`config.mk`:
```
export PLATFORM = sky130hd
export DESIGN_NAME = compressed_size_tracker
export DESIGN_NICKNAME = d
export VERILOG_FILES = /design/src/rtl/compressed_size_tracker.sv
export SDC_FILE = /design/constraint.sdc
export NUM_CORES = 1
export LEC_CHECK = 0
export CORE_ASPECT_RATIO = 1.1
export CORE_MARGIN = 4
export CORE_UTILIZATION = 55
export CTS_BUF_LIST = sky130_fd_sc_hd__clkbuf_4
export CTS_CLUSTER_DIAMETER = 60
export CTS_CLUSTER_SIZE = 14
export DETAILED_ROUTE_END_ITERATION = 12
export GPL_ROUTABILITY_DRIVEN = 0
export GPL_TIMING_DRIVEN = 1
export PLACE_DENSITY = 0.87
export SETUP_SLACK_MARGIN = 0.02
export SLEW_MARGIN = 25
export SYNTH_ARGS = -nofsm -noshare
export SYNTH_HDL_FRONTEND = slang
export SYNTH_SLANG_ARGS = --single-unit
```
`constraint.sdc`:
```
create_clock -name clk -period 7.62 [get_ports clk]
set_input_delay 1.905 -clock clk [delete_from_list [all_inputs] [get_ports clk]]
set_output_delay 1.905 -clock clk [all_outputs]
set_load 0.02 [all_outputs]
```
`src/rtl/compressed_size_tracker.sv`:
```
// Compressed-line size tracker: decodes per-line encodings to sizes and accumulates group offsets.
// Optional macro SIZE_TABLE_PROG_EN makes the size table writable through the cfg_* port.
module compressed_size_tracker #(
  parameter int ENC_W       = 4,
  parameter int SIZE_W      = 9,
  parameter int LINE_BITS   = 256,
  parameter int BUDGET_BITS = 1024,
  parameter int OFF_W       = 12
) (
  input  logic              clk,
  input  logic              rst_n,
  input  logic              enc_valid,
  output logic              enc_ready,
  input  logic [ENC_W-1:0]  enc_code,
  input  logic              enc_last,
  output logic              out_valid,
  input  logic              out_ready,
  output logic [SIZE_W-1:0] out_size,
  output logic [OFF_W-1:0]  out_offset,
  output logic              out_last,
  output logic              out_ovf,
  output logic [OFF_W-1:0]  out_total,
  input  logic              cfg_we,
  input  logic [ENC_W-1:0]  cfg_idx,
  input  logic [SIZE_W-1:0] cfg_size
);

  localparam int ENTRIES = 1 << ENC_W;

  typedef enum logic {IDLE, ACCUM} state_t;

  state_t             state, state_next;
  logic [OFF_W-1:0]   acc, acc_next;
  logic               sticky, sticky_next;
  logic [SIZE_W-1:0]  line_size;
  logic [OFF_W-1:0]   cur_offset;
  logic [OFF_W-1:0]   line_total;
  logic [OFF_W:0]     sum;
  logic               line_ovf;
  logic               xfer;

  function automatic logic [SIZE_W-1:0] default_size(input int idx);
    case (idx)
      0:       return SIZE_W'(1);
      2:       return SIZE_W'(96);
      3:       return SIZE_W'(128);
      4:       return SIZE_W'(192);
      5:       return SIZE_W'(96);
      6:       return SIZE_W'(160);
      7:       return SIZE_W'(144);
      default: return SIZE_W'(LINE_BITS);
    endcase
  endfunction

`ifdef SIZE_TABLE_PROG_EN
  logic [SIZE_W-1:0] size_tab [ENTRIES];

  // A same-cycle lookup reads the old entry since the write lands on the edge.
  always_ff @(posedge clk or negedge rst_n) begin
    if (!rst_n) begin
      for (int i = 0; i < ENTRIES; i++) size_tab[i] <= default_size(i);
    end else if (cfg_we) begin
      size_tab[cfg_idx] <= cfg_size;
    end
  end

  assign line_size = size_tab[enc_code];
`else
  logic unused_cfg;
  assign unused_cfg = ^{cfg_we, cfg_idx, cfg_size};
  assign line_size  = default_size(int'(enc_code));
`endif

  assign enc_ready = !out_valid || out_ready;
  assign xfer      = enc_valid && enc_ready;

  always_ff @(posedge clk or negedge rst_n) begin
    if (!rst_n) begin
      state  <= IDLE;
      acc    <= '0;
      sticky <= 1'b0;
    end else begin
      state  <= state_next;
      acc    <= acc_next;
      sticky <= sticky_next;
    end
  end

  // The accumulator saturates instead of wrapping so an oversized group still reads as over budget.
  always_comb begin
    state_next  = state;
    acc_next    = acc;
    sticky_next = sticky;
    cur_offset  = (state == IDLE) ? '0 : acc;
    sum         = {1'b0, cur_offset} + (OFF_W+1)'(line_size);
    line_total  = sum[OFF_W] ? '1 : sum[OFF_W-1:0];
    line_ovf    = sticky || (line_total > OFF_W'(BUDGET_BITS));
    if (xfer) begin
      if (enc_last) begin
        state_next  = IDLE;
        acc_next    = '0;
        sticky_next = 1'b0;
      end else begin
        state_next  = ACCUM;
        acc_next    = line_total;
        sticky_next = line_ovf;
      end
    end
  end

  always_ff @(posedge clk or negedge rst_n) begin
    if (!rst_n) begin
      out_valid  <= 1'b0;
      out_size   <= '0;
      out_offset <= '0;
      out_total  <= '0;
      out_last   <= 1'b0;
      out_ovf    <= 1'b0;
    end else if (xfer) begin
      out_valid  <= 1'b1;
      out_size   <= line_size;
      out_offset <= cur_offset;
      out_total  <= line_total;
      out_last   <= enc_last;
      out_ovf    <= line_ovf;
    end else if (out_ready) begin
      out_valid  <= 1'b0;
    end
  end

endmodule
```
* Yosys cells after proc, flatten, opt, wreduce, memory -nomap -nowiden
Cells that the tools add are included.
** Storage, ports and cells
- Latch bits :: 0
- Bits in writable memories :: 0
- Flip-flop bits (word level) :: 50
- Input port bits :: 23
- Output and inout bits :: 37
- Memory bits (read-only) :: 0
- Memories :: 0
- Logic and storage cells :: 32
** Operators by class
- Eq/ne operators :: 6
- Multiplexer cells :: 8
- Bitwise operators :: 0
- Multiply operators :: 0
- Order comparisons :: 1
- Div/mod/pow operators :: 0
- Add/subtract/negate cells :: 1
- Shift-type cells :: 0
- Reduce and logical (&&, ||, !) cells :: 7
** Operator list (number)
- 9-bit case mux with 6 select lines :: 1
- 12-bit two-way mux :: 3
- 4-bit by 3-bit == test with 1-bit output (second input constant) :: 4
- 12-bit by 9-bit adder with 13-bit output :: 1
- 12-bit by 11-bit greater-than comparator with 1-bit output (second input constant) :: 1
- 4-bit by 2-bit == test with 1-bit output (second input constant) :: 2
- 4-bit zero test :: 1
- 1-bit two-way mux :: 4
- 1-bit logical OR :: 2
- 2-bit nonzero test :: 1
- 2-bit OR reduction :: 1
- 1-bit logical AND :: 1
- 1-bit zero test :: 1

* Longest topological paths before layout
Gate-level depths: netlist of run 1.
- Word-level depth :: 8
- Depth in mapped cells :: 13
- Gate-level depth less buffers :: 10

* Worst setup path after synthesis of run 1
Ideal clock, no wire load.
- Path type :: input -> output
- Start :: input out_ready
- End :: output enc_ready
- Buffers on the path :: 0
- Arrival :: 2.148 ns
- Cell stages on the path :: 1
- Setup slack :: 3.567 ns
- Cells stage by stage :: nand2b_1
** Between the ends
- Cells in the longest elaborated chain, start to end :: 1
** RTL lines
- start: declaration :: line 17 : input logic out_ready,
- 1-bit logical OR :: line 74 : assign enc_ready = !out_valid || out_ready;
- end: declaration :: line 13 : output logic enc_ready,
Every way passes these cells.

* Worst setup path after layout of run 1
Same ends and word-level chain as after synthesis.

==> flow_metrics.env, run 1 <==
export IMPL_hp_start="out_total[11]$_DFFE_PN0P_"
export IMPL_ys_top_cells_by_area="dfrtp_1, nand2_1, o21ai_0"
export IMPL_slew_viol_final=0
export IMPL_crit_top_cell="clkdlybuf4s50_1"
export IMPL_clkTransAtPathRegs_ns=0.13
export IMPL_cts_buffers=5
export IMPL_r2r_end="out_total[4]$_DFFE_PN0P_"
export IMPL_vdd_drop_max_mv=0.133
export IMPL_fillerInstances=354
export IMPL_critical_path_class="in -> out"
export IMPL_chipWidth_um=73.0
export IMPL_critPathSlowestCell="clkdlybuf4s50_1"
export IMPL_cp_arrival_ns=3.15
export IMPL_maxCapViolCount=0
export IMPL_hold_violations=0
export IMPL_critical_path_top_delay_family="buffers and inverters"
export IMPL_io_buffers=42
export IMPL_synth_edf_count=0
export IMPL_drc=0
export IMPL_grt_pass1_wl_mm=9.34
export IMPL_clk_insertion_delay_late_ns=0.36
export IMPL_vias_per_cell=5.81
export IMPL_fin_tns_setup_ns=0
export IMPL_first_global_vias=1998
export IMPL_utilization=0.688
export IMPL_cts_sinks=47
export IMPL_slew_headroom=0.341
export IMPL_crit_path_start_kind="input port"
export IMPL_crit_required_ns=5.72
export IMPL_cellPowerDensity_nw_per_um2=190
export IMPL_rsz0062_at_grt="no"
export IMPL_syn2layout_area_growth_pct=18.0
export IMPL_layout_common_cells="nand2_1, dfrtp_1, clkdlybuf4s50_1, o21ai_0, nor2_1"
export IMPL_setup_viol=0
export IMPL_critPathBufInv=2
export IMPL_period_share=0.663
export IMPL_cts_resized_gates=0
export IMPL_first_pass_iters=4
export IMPL_rr_startpoint="state$_DFFE_PN0P_"
export IMPL_cts_tree="built"
export IMPL_io_pins=60
export IMPL_seq_area_frac_synth=0.461
export IMPL_vias=2098
export IMPL_grt_max_degree=49
export IMPL_crit_chain="clkdlybuf4s50_1 > nand2b_1 > clkdlybuf4s50_1"
export IMPL_antenna_found_initial=0
export IMPL_synth_seq_cells=47
export IMPL_insertedDiodeCount=0
export IMPL_netlist_instances=275
export IMPL_syn_cell_area_um2=2550
export IMPL_routedWlPerCell_um=15.1
export IMPL_synth_area_leader_cell="dfrtp_1"
export IMPL_htree_levels=2
export IMPL_detail_route_antenna_nets=0
export IMPL_cp_end_kind="output port"
export IMPL_grt_overflow_total=0
export IMPL_die_area_um2=5800
export IMPL_finClkSkew_ns=0.00747
export IMPL_track_usage=0.205
export IMPL_place_hpwl_mm=3.88
export IMPL_synth_async_reset_ratio=1.00
export IMPL_final_min_clock_period_ns=5.05
export IMPL_rrSetupSlack_ns=4.41
export IMPL_postCtsSetupBuffers=0
export IMPL_hold_buffers=0
export IMPL_layout_commonest_cell="nand2_1"
export IMPL_clockBufferDepth=2
export IMPL_ff2ff_path_depth=9
export IMPL_rows=25
export IMPL_yosys_most_used_dff="dfrtp_1"
export IMPL_avgSynthCellArea_um2=9.29
export IMPL_critPathMaxFanout=4
export IMPL_min_to="out_total[11]$_DFFE_PN0P_"
export IMPL_ys_warn_count=0
export IMPL_cts_root_buffer="clkbuf_4"
export IMPL_min_path_cells=2
export IMPL_start_util=0.583
export IMPL_p_leak_nw=1.35
export IMPL_core_area_um2=4380
export IMPL_yosysTopAreaCellShare=0.461
export IMPL_wl_mm=5.44
export IMPL_fmax_mhz=198
export IMPL_drtIter0Drc=87
export IMPL_chipHeight_um=79.5
export IMPL_slowest_delay_ns=0.63
export IMPL_status="finished, final reports clean"
export IMPL_drive_gt1_frac=0.0782
export IMPL_hp_class="reg -> reg"
export IMPL_synthDistinctLibCells=50
export IMPL_nets=336
export IMPL_worst_pin_slew_ns=0.989
## synth_stat cells (3+ instances only)
cell type and count:
mux2i_1 3, buf_2 6, a21oi_1 8, dfrtp_1 47, o21a_1 3, a21o_1 5, a22oi_1 4, nand4_1 6
buf_4 4, o21ai_0 30, clkbuf_1 8, nor2_1 16, and2_1 9, nand3_1 7, and3_1 3, o211ai_1 3
nand2b_1 5, mux2_2 11, ha_1 7, inv_1 4, nand2_1 51
## worst min-delay path: stages (launching register included)
cell     delay (ns)
dfrtp_1        0.37
nand2_1        0.05
nand2_1        0.05
## worst max-delay path by stage
stage	from	to	cells past startpoint
finish	out_ready	enc_ready	3
global route	out_ready	enc_ready	3
CTS	out_ready	enc_ready	3
detailed placement	out_ready	enc_ready	3
global placement	out_ready	enc_ready	3
floorplan	out_ready	enc_ready	1
## routing by layer
| layer | up-vias | GRT usage | routed length [um] |
|---|---|---|---|
| li1 | 1035 | - | - |
| met1 | 984 | 0.270 | 2390 |
| met2 | 70 | 0.328 | 2610 |
| met3 | 9 | 0.0453 | 336 |
| met4 | 0 | 0.0830 | 101 |
| met5 | - | 0 | 0 |
## sequential cells by signal (all words and copies together) (netlist names)
signal	flops
acc	12
out_offset	12
out_total	12
out_size	6
out_last	1
out_ovf	1
out_valid	1
state	1
sticky	1
## stage by stage
stage	setup WS, ns	power [W]	hold WS, ns	std cells	area, um^2
5_1_grt	2.53	0.000605	0.526	361	3010
4_1_cts	2.56	0.000580	0.486	361	3010
3_3_place_gp	2.59	0.000432	0.453	353	2940
3_5_place_dp	2.56	0.000436	0.457	353	2940
6_report	2.57	0.000574	0.488	361	3010
2_1_floorplan	3.57	0.000378	0.442	277	2560
## power breakdown
part | leakage (nW) | switching, W | total, W | internal [W]
Combinational | 0.685 | 0.0000806 | 0.000144 | 0.0000636
Clock | 0.0426 | 0.0000756 | 0.000143 | 0.0000675
Sequential | 0.627 | 0.0000156 | 0.000286 | 0.000271
## cells by family after synthesis
kind of cell,synth area share
and+or+nand+nor,0.204
AOI/OAI and AO/OA,0.177
adders and majority gates,0.0343
other,0.00147
DFF,0.461
buffers and inverters,0.0514
xor gates and xnor gates,0.0103
muxes,0.0603
## area by class of cell
| type | instances | area, um^2 | area share |
|---|---|---|---|
| Clock buffer | 5 | 37.5 | 0.0125 |
| Sequential cell | 47 | 1180 | 0.390 |
| Tap cell | 54 | 67.6 | 0.0224 |
| Inverter | 4 | 15.0 | 0.00498 |
| Multi-Input combinational cell | 205 | 1250 | 0.416 |
| Timing Repair Buffer | 43 | 425 | 0.141 |
| Clock inverter | 3 | 38.8 | 0.0129 |
(Power assumes the default switching activity.)
==> inputs of run 2 (changes only) <==
--- a/config.mk
+++ b/config.mk
@@ -7,14 +7,14 @@
 export LEC_CHECK = 0
 export CORE_ASPECT_RATIO = 1.1
 export CORE_MARGIN = 4
-export CORE_UTILIZATION = 55
+export CORE_UTILIZATION = 47
 export CTS_BUF_LIST = sky130_fd_sc_hd__clkbuf_4
 export CTS_CLUSTER_DIAMETER = 60
 export CTS_CLUSTER_SIZE = 14
 export DETAILED_ROUTE_END_ITERATION = 12
 export GPL_ROUTABILITY_DRIVEN = 0
 export GPL_TIMING_DRIVEN = 1
-export PLACE_DENSITY = 0.87
+export PLACE_DENSITY = 0.79
 export SETUP_SLACK_MARGIN = 0.02
 export SLEW_MARGIN = 25
 export SYNTH_ARGS = -nofsm -noshare
==> constraint.sdc (replaced) <==
create_clock -name clk -period 4.4 [get_ports clk]
set_input_delay 1.1 -clock clk [delete_from_list [all_inputs] [get_ports clk]]
set_output_delay 1.1 -clock clk [all_outputs]
set_load 0.02 [all_outputs]
==> flow_metrics.env, run 2 (synthesized netlist as in run 1, its figures left out) <==
export IMPL_reg_top3="acc (12), out_offset (12), out_total (12)"
export IMPL_p_leak_nw=1.36
export IMPL_start_util=0.497
export IMPL_detail_route_antenna_nets=0
export IMPL_critical_path_class="in -> reg"
export IMPL_drc=0
export IMPL_use_met1=0.238
export IMPL_finClkSkew_ns=0.00437
export IMPL_rsz0062_at_grt="no"
export IMPL_antenna_found_initial=0
export IMPL_grt_overflow_total=0
export IMPL_crit_required_ns=4.68
export IMPL_hold_buffers=0
export IMPL_maxCapViolCount=0
export IMPL_layout_common_cells="nand2_1, dfrtp_1, clkdlybuf4s50_1, o21ai_0, nor2_1"
export IMPL_cts_sinks=47
export IMPL_seq_area_um2=1180
export IMPL_hp_class="reg -> reg"
export IMPL_postCtsSetupBuffers=0
export IMPL_first_global_vias=2115
export IMPL_hold_violations=0
export IMPL_cts_resized_gates=0
export IMPL_fin_tns_setup_ns=0
export IMPL_wl_mm=5.66
export IMPL_io_pins=60
export IMPL_grt_max_degree=48
export IMPL_placed_cells_incl_taps=374
export IMPL_cts_tree="built"
export IMPL_insertedDiodeCount=0
export IMPL_track_usage=0.180
export IMPL_final_min_clock_period_ns=3.87
export IMPL_cp_arrival_ns=4.16
export IMPL_fin_cells=382
export IMPL_cts_root_buffer="clkbuf_4"
export IMPL_rows=27
export IMPL_vias_per_cell=5.48
export IMPL_clkTransAtPathRegs_ns=0.13
export IMPL_busiest_layer="met2"
export IMPL_grt_use_met2=0.298
export IMPL_core_area_um2=5130
export IMPL_first_pass_iters=4
export IMPL_cellPowerDensity_nw_per_um2=316
export IMPL_die_area_um2=6680
export IMPL_crit_path_start_kind="input port"
export IMPL_worst_pin_slew_ns=0.901
export IMPL_clk_insertion_delay_late_ns=0.36
export IMPL_vias=2092
export IMPL_cts_buffers=5
export IMPL_grt_pass1_wl_mm=9.74
export IMPL_place_hpwl_mm=4.17
export IMPL_htree_levels=2
export IMPL_syn2layout_area_growth_pct=19.1
export IMPL_drive_gt1_frac=0.0903
export IMPL_fillerInstances=491
export IMPL_fmax_mhz=258
export IMPL_period_share=0.880
export IMPL_multi_input_area_um2=1250
export IMPL_status="finished, final reports clean"
export IMPL_slew_headroom=0.398
export IMPL_clockBufferDepth=2
export IMPL_layout_commonest_cell="nand2_1"
export IMPL_cp_end_kind="flop"
export IMPL_io_buffers=42
export IMPL_drtIter0Drc=189
export IMPL_chipWidth_um=78.3
export IMPL_chipHeight_um=85.3
export IMPL_critPathMaxFanout=10
export IMPL_slew_viol_final=0
export IMPL_gr_usage_met3=0.0276
export IMPL_setup_viol=0
export IMPL_routedWlPerCell_um=14.8
export IMPL_vdd_drop_max_mv=0.171
export IMPL_nets=339
[run 2: worst max-delay path, stage by stage]
cell	delay, ns
clkdlybuf4s50_1	0.50
nor4_1	0.54
ha_1	0.29
ha_1	0.25
nand4_1	0.12
o221ai_1	0.27
a21o_1	0.25
and3_1	0.46
a21oi_1	0.17
o21ai_0	0.21
[run 2: path summary, 6_finish.rpt]
check / start / to / slack, ns / cells after the start
setup / recovery: enc_code[2] / acc[5]$_DFFE_PN0P_ / 0.53 / 10
hold / removal: acc[6]$_DFFE_PN0P_ / acc[6]$_DFFE_PN0P_ / 0.48 / 2
setup reg to reg: state$_DFFE_PN0P_ / acc[5]$_DFFE_PN0P_ / 1.40 / 10
hold reg to reg: acc[6]$_DFFE_PN0P_ / acc[6]$_DFFE_PN0P_ / 0.48 / 2
max in group asynchronous: rst_n / out_offset[1]$_DFFE_PN0P_ / 3.26 / 1
min in group asynchronous: rst_n / out_total[4]$_DFFE_PN0P_ / 0.72 / 1
[run 2: per-stage QoR]
| stage | power, W | area, um^2 | worst slack [ns] | utilization | hold WS, ns |
|---|---|---|---|---|---|
| final | 0.000961 | 3040 | 0.526 | 0.592 | 0.485 |
| after floorplan | 0.000654 | 2560 | 1.23 | - | 0.442 |
| after global routing | 0.00101 | 3040 | 0.317 | 0.592 | 0.523 |
| after CTS | 0.000967 | 3040 | 0.577 | 0.592 | 0.493 |
| after global placement | 0.000754 | 2980 | 0.299 | 0.580 | 0.454 |
| after detailed placement | 0.000759 | 2980 | 0.196 | 0.580 | 0.462 |
[run 2: per-layer routing]
| metal | part of all wire | up-vias | wire (um) |
|---|---|---|---|
| li1 | - | 1032 | - |
| met1 | 0.46 | 1005 | 2630 |
| met2 | 0.48 | 46 | 2730 |
| met3 | 0.033 | 9 | 188 |
| met4 | 0.020 | 0 | 113 |
| met5 | 0 | - | 0 |
[run 2: where the power goes]
group | total (W) | switching (W) | internal, W
Sequential | 0.000491 | 0.0000224 | 0.000469
Combinational | 0.000258 | 0.000146 | 0.000112
Clock | 0.000211 | 0.000136 | 0.0000749
Total | 0.000961 | 0.000305 | 0.000656
[run 2: area by class of cell]
cell class,count,share of cell area
inverters,4,0.00494
clock buffers,7,0.0173
multi-input cells,205,0.412
clock inverters,1,0.00165
repair buffers,46,0.147
flip-flops and latches,47,0.387
well taps,72,0.0296
==> inputs of run 3 (changes only) <==
--- a/config.mk
+++ b/config.mk
@@ -13,8 +13,8 @@
 export CTS_CLUSTER_SIZE = 14
 export DETAILED_ROUTE_END_ITERATION = 12
 export GPL_ROUTABILITY_DRIVEN = 0
-export GPL_TIMING_DRIVEN = 1
 export PLACE_DENSITY = 0.79
+export REMOVE_ABC_BUFFERS = 1
 export SETUP_SLACK_MARGIN = 0.02
 export SLEW_MARGIN = 25
 export SYNTH_ARGS = -nofsm -noshare
==> flow_metrics.env, run 3 (synthesized netlist as in run 1, its figures left out) <==
export IMPL_crit_chain="clkdlybuf4s50_1 > nor4_1 > ha_1 > ha_1 > nand4_1 > xnor2_1 > nor4b_1 > nand4b_1 > o2111ai_2 > a22oi_1"
export IMPL_status="finished, final reports clean"
export IMPL_finClkSkew_ns=0.0156
export IMPL_io_buffers=42
export IMPL_cp_end_kind="flop"
export IMPL_r2r_end="sticky$_DFFE_PN0P_"
export IMPL_placed_cells_incl_taps=376
export IMPL_routedWlPerCell_um=14.0
export IMPL_drc=0
export IMPL_antenna_found_initial=0
export IMPL_maxCapViolCount=0
export IMPL_place_hpwl_mm=3.79
export IMPL_fin_tns_setup_ns=0
export IMPL_fmax_mhz=268
export IMPL_worst_pin_slew_ns=0.690
export IMPL_crit_required_ns=4.64
export IMPL_fin_cells=384
export IMPL_reg_top3="acc (12), out_offset (12), out_total (12)"
export IMPL_utilization=0.604
export IMPL_critPathBufInv=1
export IMPL_seq_area_um2=1180
export IMPL_p_switching_w=0.000301
export IMPL_switching_share=0.283
export IMPL_critPathMaxFanout=6
export IMPL_slew_headroom=0.540
export IMPL_cts_buffers=5
export IMPL_crit_top_cell="ha_1"
export IMPL_pwr_share_comb=0.242
export IMPL_final_min_clock_period_ns=3.72
export IMPL_cts_root_buffer="clkbuf_4"
export IMPL_core_area_um2=5130
export IMPL_cellPowerDensity_nw_per_um2=344
export IMPL_hold_ws_ns=0.487
export IMPL_clk_insertion_delay_late_ns=0.36
export IMPL_first_pass_iters=5
export IMPL_htree_levels=2
export IMPL_layout_commonest_cell="nand2_1"
export IMPL_internal_power_w=0.000765
export IMPL_multi_input_area_um2=1250
export IMPL_rows=27
export IMPL_period_share=0.847
export IMPL_track_usage=0.173
export IMPL_critPathSlowestCell="nor4_1"
export IMPL_clockBufferDepth=2
export IMPL_slowest_delay_ns=0.50
export IMPL_clkPwrFrac=0.300
export IMPL_min_path_cells=2
export IMPL_grt_pass1_wl_mm=9.38
export IMPL_cp_arrival_ns=3.96
export IMPL_cts_resized_gates=0
export IMPL_p_leak_nw=1.39
export IMPL_fillerInstances=469
export IMPL_critical_path_top_delay_family="simple AND/OR/NAND/NOR gates"
export IMPL_rrSetupSlack_ns=1.67
export IMPL_io_pins=60
export IMPL_hold_violations=0
export IMPL_vias_per_cell=5.45
export IMPL_cts_sinks=47
export IMPL_start_util=0.497
export IMPL_first_global_vias=2033
export IMPL_hold_buffers=0
export IMPL_syn2layout_area_growth_pct=21.5
export IMPL_drive_gt1_frac=0.0962
export IMPL_die_area_um2=6680
export IMPL_vias=2092
export IMPL_ff2ff_path_depth=9
export IMPL_hp_start="out_size[7]$_DFFE_PN0P_"
export IMPL_insertedDiodeCount=0
export IMPL_drtIter0Drc=132
export IMPL_chipWidth_um=78.3
export IMPL_seq_power_share=0.459
export IMPL_detail_route_antenna_nets=0
export IMPL_setup_viol=0
export IMPL_layout_common_cells="nand2_1, dfrtp_1, clkdlybuf4s50_1, o21ai_0, nor2_1"
export IMPL_grt_max_degree=49
export IMPL_rr_startpoint="state$_DFFE_PN0P_"
export IMPL_rsz0062_at_grt="no"
export IMPL_hp_class="reg -> reg"
export IMPL_postCtsSetupBuffers=0
export IMPL_wl_mm=5.37
export IMPL_clkTransAtPathRegs_ns=0.13
export IMPL_crit_path_start_kind="input port"
export IMPL_min_to="out_size[7]$_DFFE_PN0P_"
export IMPL_slew_viol_final=0
export IMPL_critical_path_class="in -> reg"
export IMPL_chipHeight_um=85.3
export IMPL_grt_overflow_total=0
export IMPL_vdd_drop_max_mv=0.189
export IMPL_cts_tree="built"
export IMPL_nets=341
run 3: changes by cell type in the layout (fill, tap and decap cells not counted):
| cell | change |
|---|---|
| buf_4 | +2 |
| clkbuf_4 | -1 |
| bufinv_16 | +2 |
| clkinv_2 | -1 |
run 3: routing by layer:
| layer | track usage | routed length, um | share of wire |
|---|---|---|---|
| met5 | 0 | 0 | 0 |
| met4 | 0.0684 | 78 | 0.015 |
| met3 | 0.0276 | 220 | 0.041 |
| met2 | 0.286 | 2580 | 0.48 |
| met1 | 0.228 | 2490 | 0.46 |
run 3: how the worst max path moves through the flow:
| stage | startpoint | to | slack (ns) | cells past startpoint |
|---|---|---|---|---|
| 2_1_floorplan | enc_code[0] | out_ovf$_DFFE_PN0P_ | 1.21 | 10 |
| 3_3_place_gp | enc_code[2] | sticky$_DFFE_PN0P_ | 0.35 | 10 |
| 3_5_place_dp | enc_code[0] | sticky$_DFFE_PN0P_ | 0.34 | 11 |
| 4_1_cts | enc_code[0] | sticky$_DFFE_PN0P_ | 0.75 | 11 |
| 5_1_grt | enc_code[2] | out_total[7]$_DFFE_PN0P_ | 0.56 | 10 |
| 6_report | enc_code[2] | sticky$_DFFE_PN0P_ | 0.68 | 10 |
run 3: cell type report:
class,count,area share
Tap cell,72,0.0290
Sequential cell,47,0.379
Clock inverter,2,0.0194
Timing Repair Buffer,48,0.149
Multi-Input combinational cell,205,0.404
Inverter,4,0.00484
Clock buffer,6,0.0145
run 3: per-stage QoR:
| stage | worst slack, ns | cell area, um^2 | total power (W) |
|---|---|---|---|
| after detailed placement | 0.343 | 3000 | 0.000757 |
| after CTS | 0.746 | 3100 | 0.00108 |
| after global placement | 0.352 | 3000 | 0.000750 |
| final | 0.675 | 3100 | 0.00107 |
| after global routing | 0.562 | 3100 | 0.00113 |
| after floorplan | 1.21 | 2440 | 0.000644 |
run 3: power by group through the flow:
stage                     Clock, W  Combinational (W)  Sequential, W
after CTS                 0.000328           0.000260       0.000490
final                     0.000319           0.000258       0.000489
after floorplan                  0           0.000108       0.000536
after detailed placement         0           0.000259       0.000498
after global routing      0.000348           0.000282       0.000496
after global placement           0           0.000254       0.000496
run 3: worst register-to-register path, stage by stage (launching register included):
cell and delay, ns:
dfrtp_1 0.45, buf_4 0.23, and2_1 0.20, ha_1 0.38, nor2b_1 0.19, a221o_1 0.32
a211oi_1 0.30, nand4b_1 0.19, o2111ai_2 0.24, a22oi_1 0.12
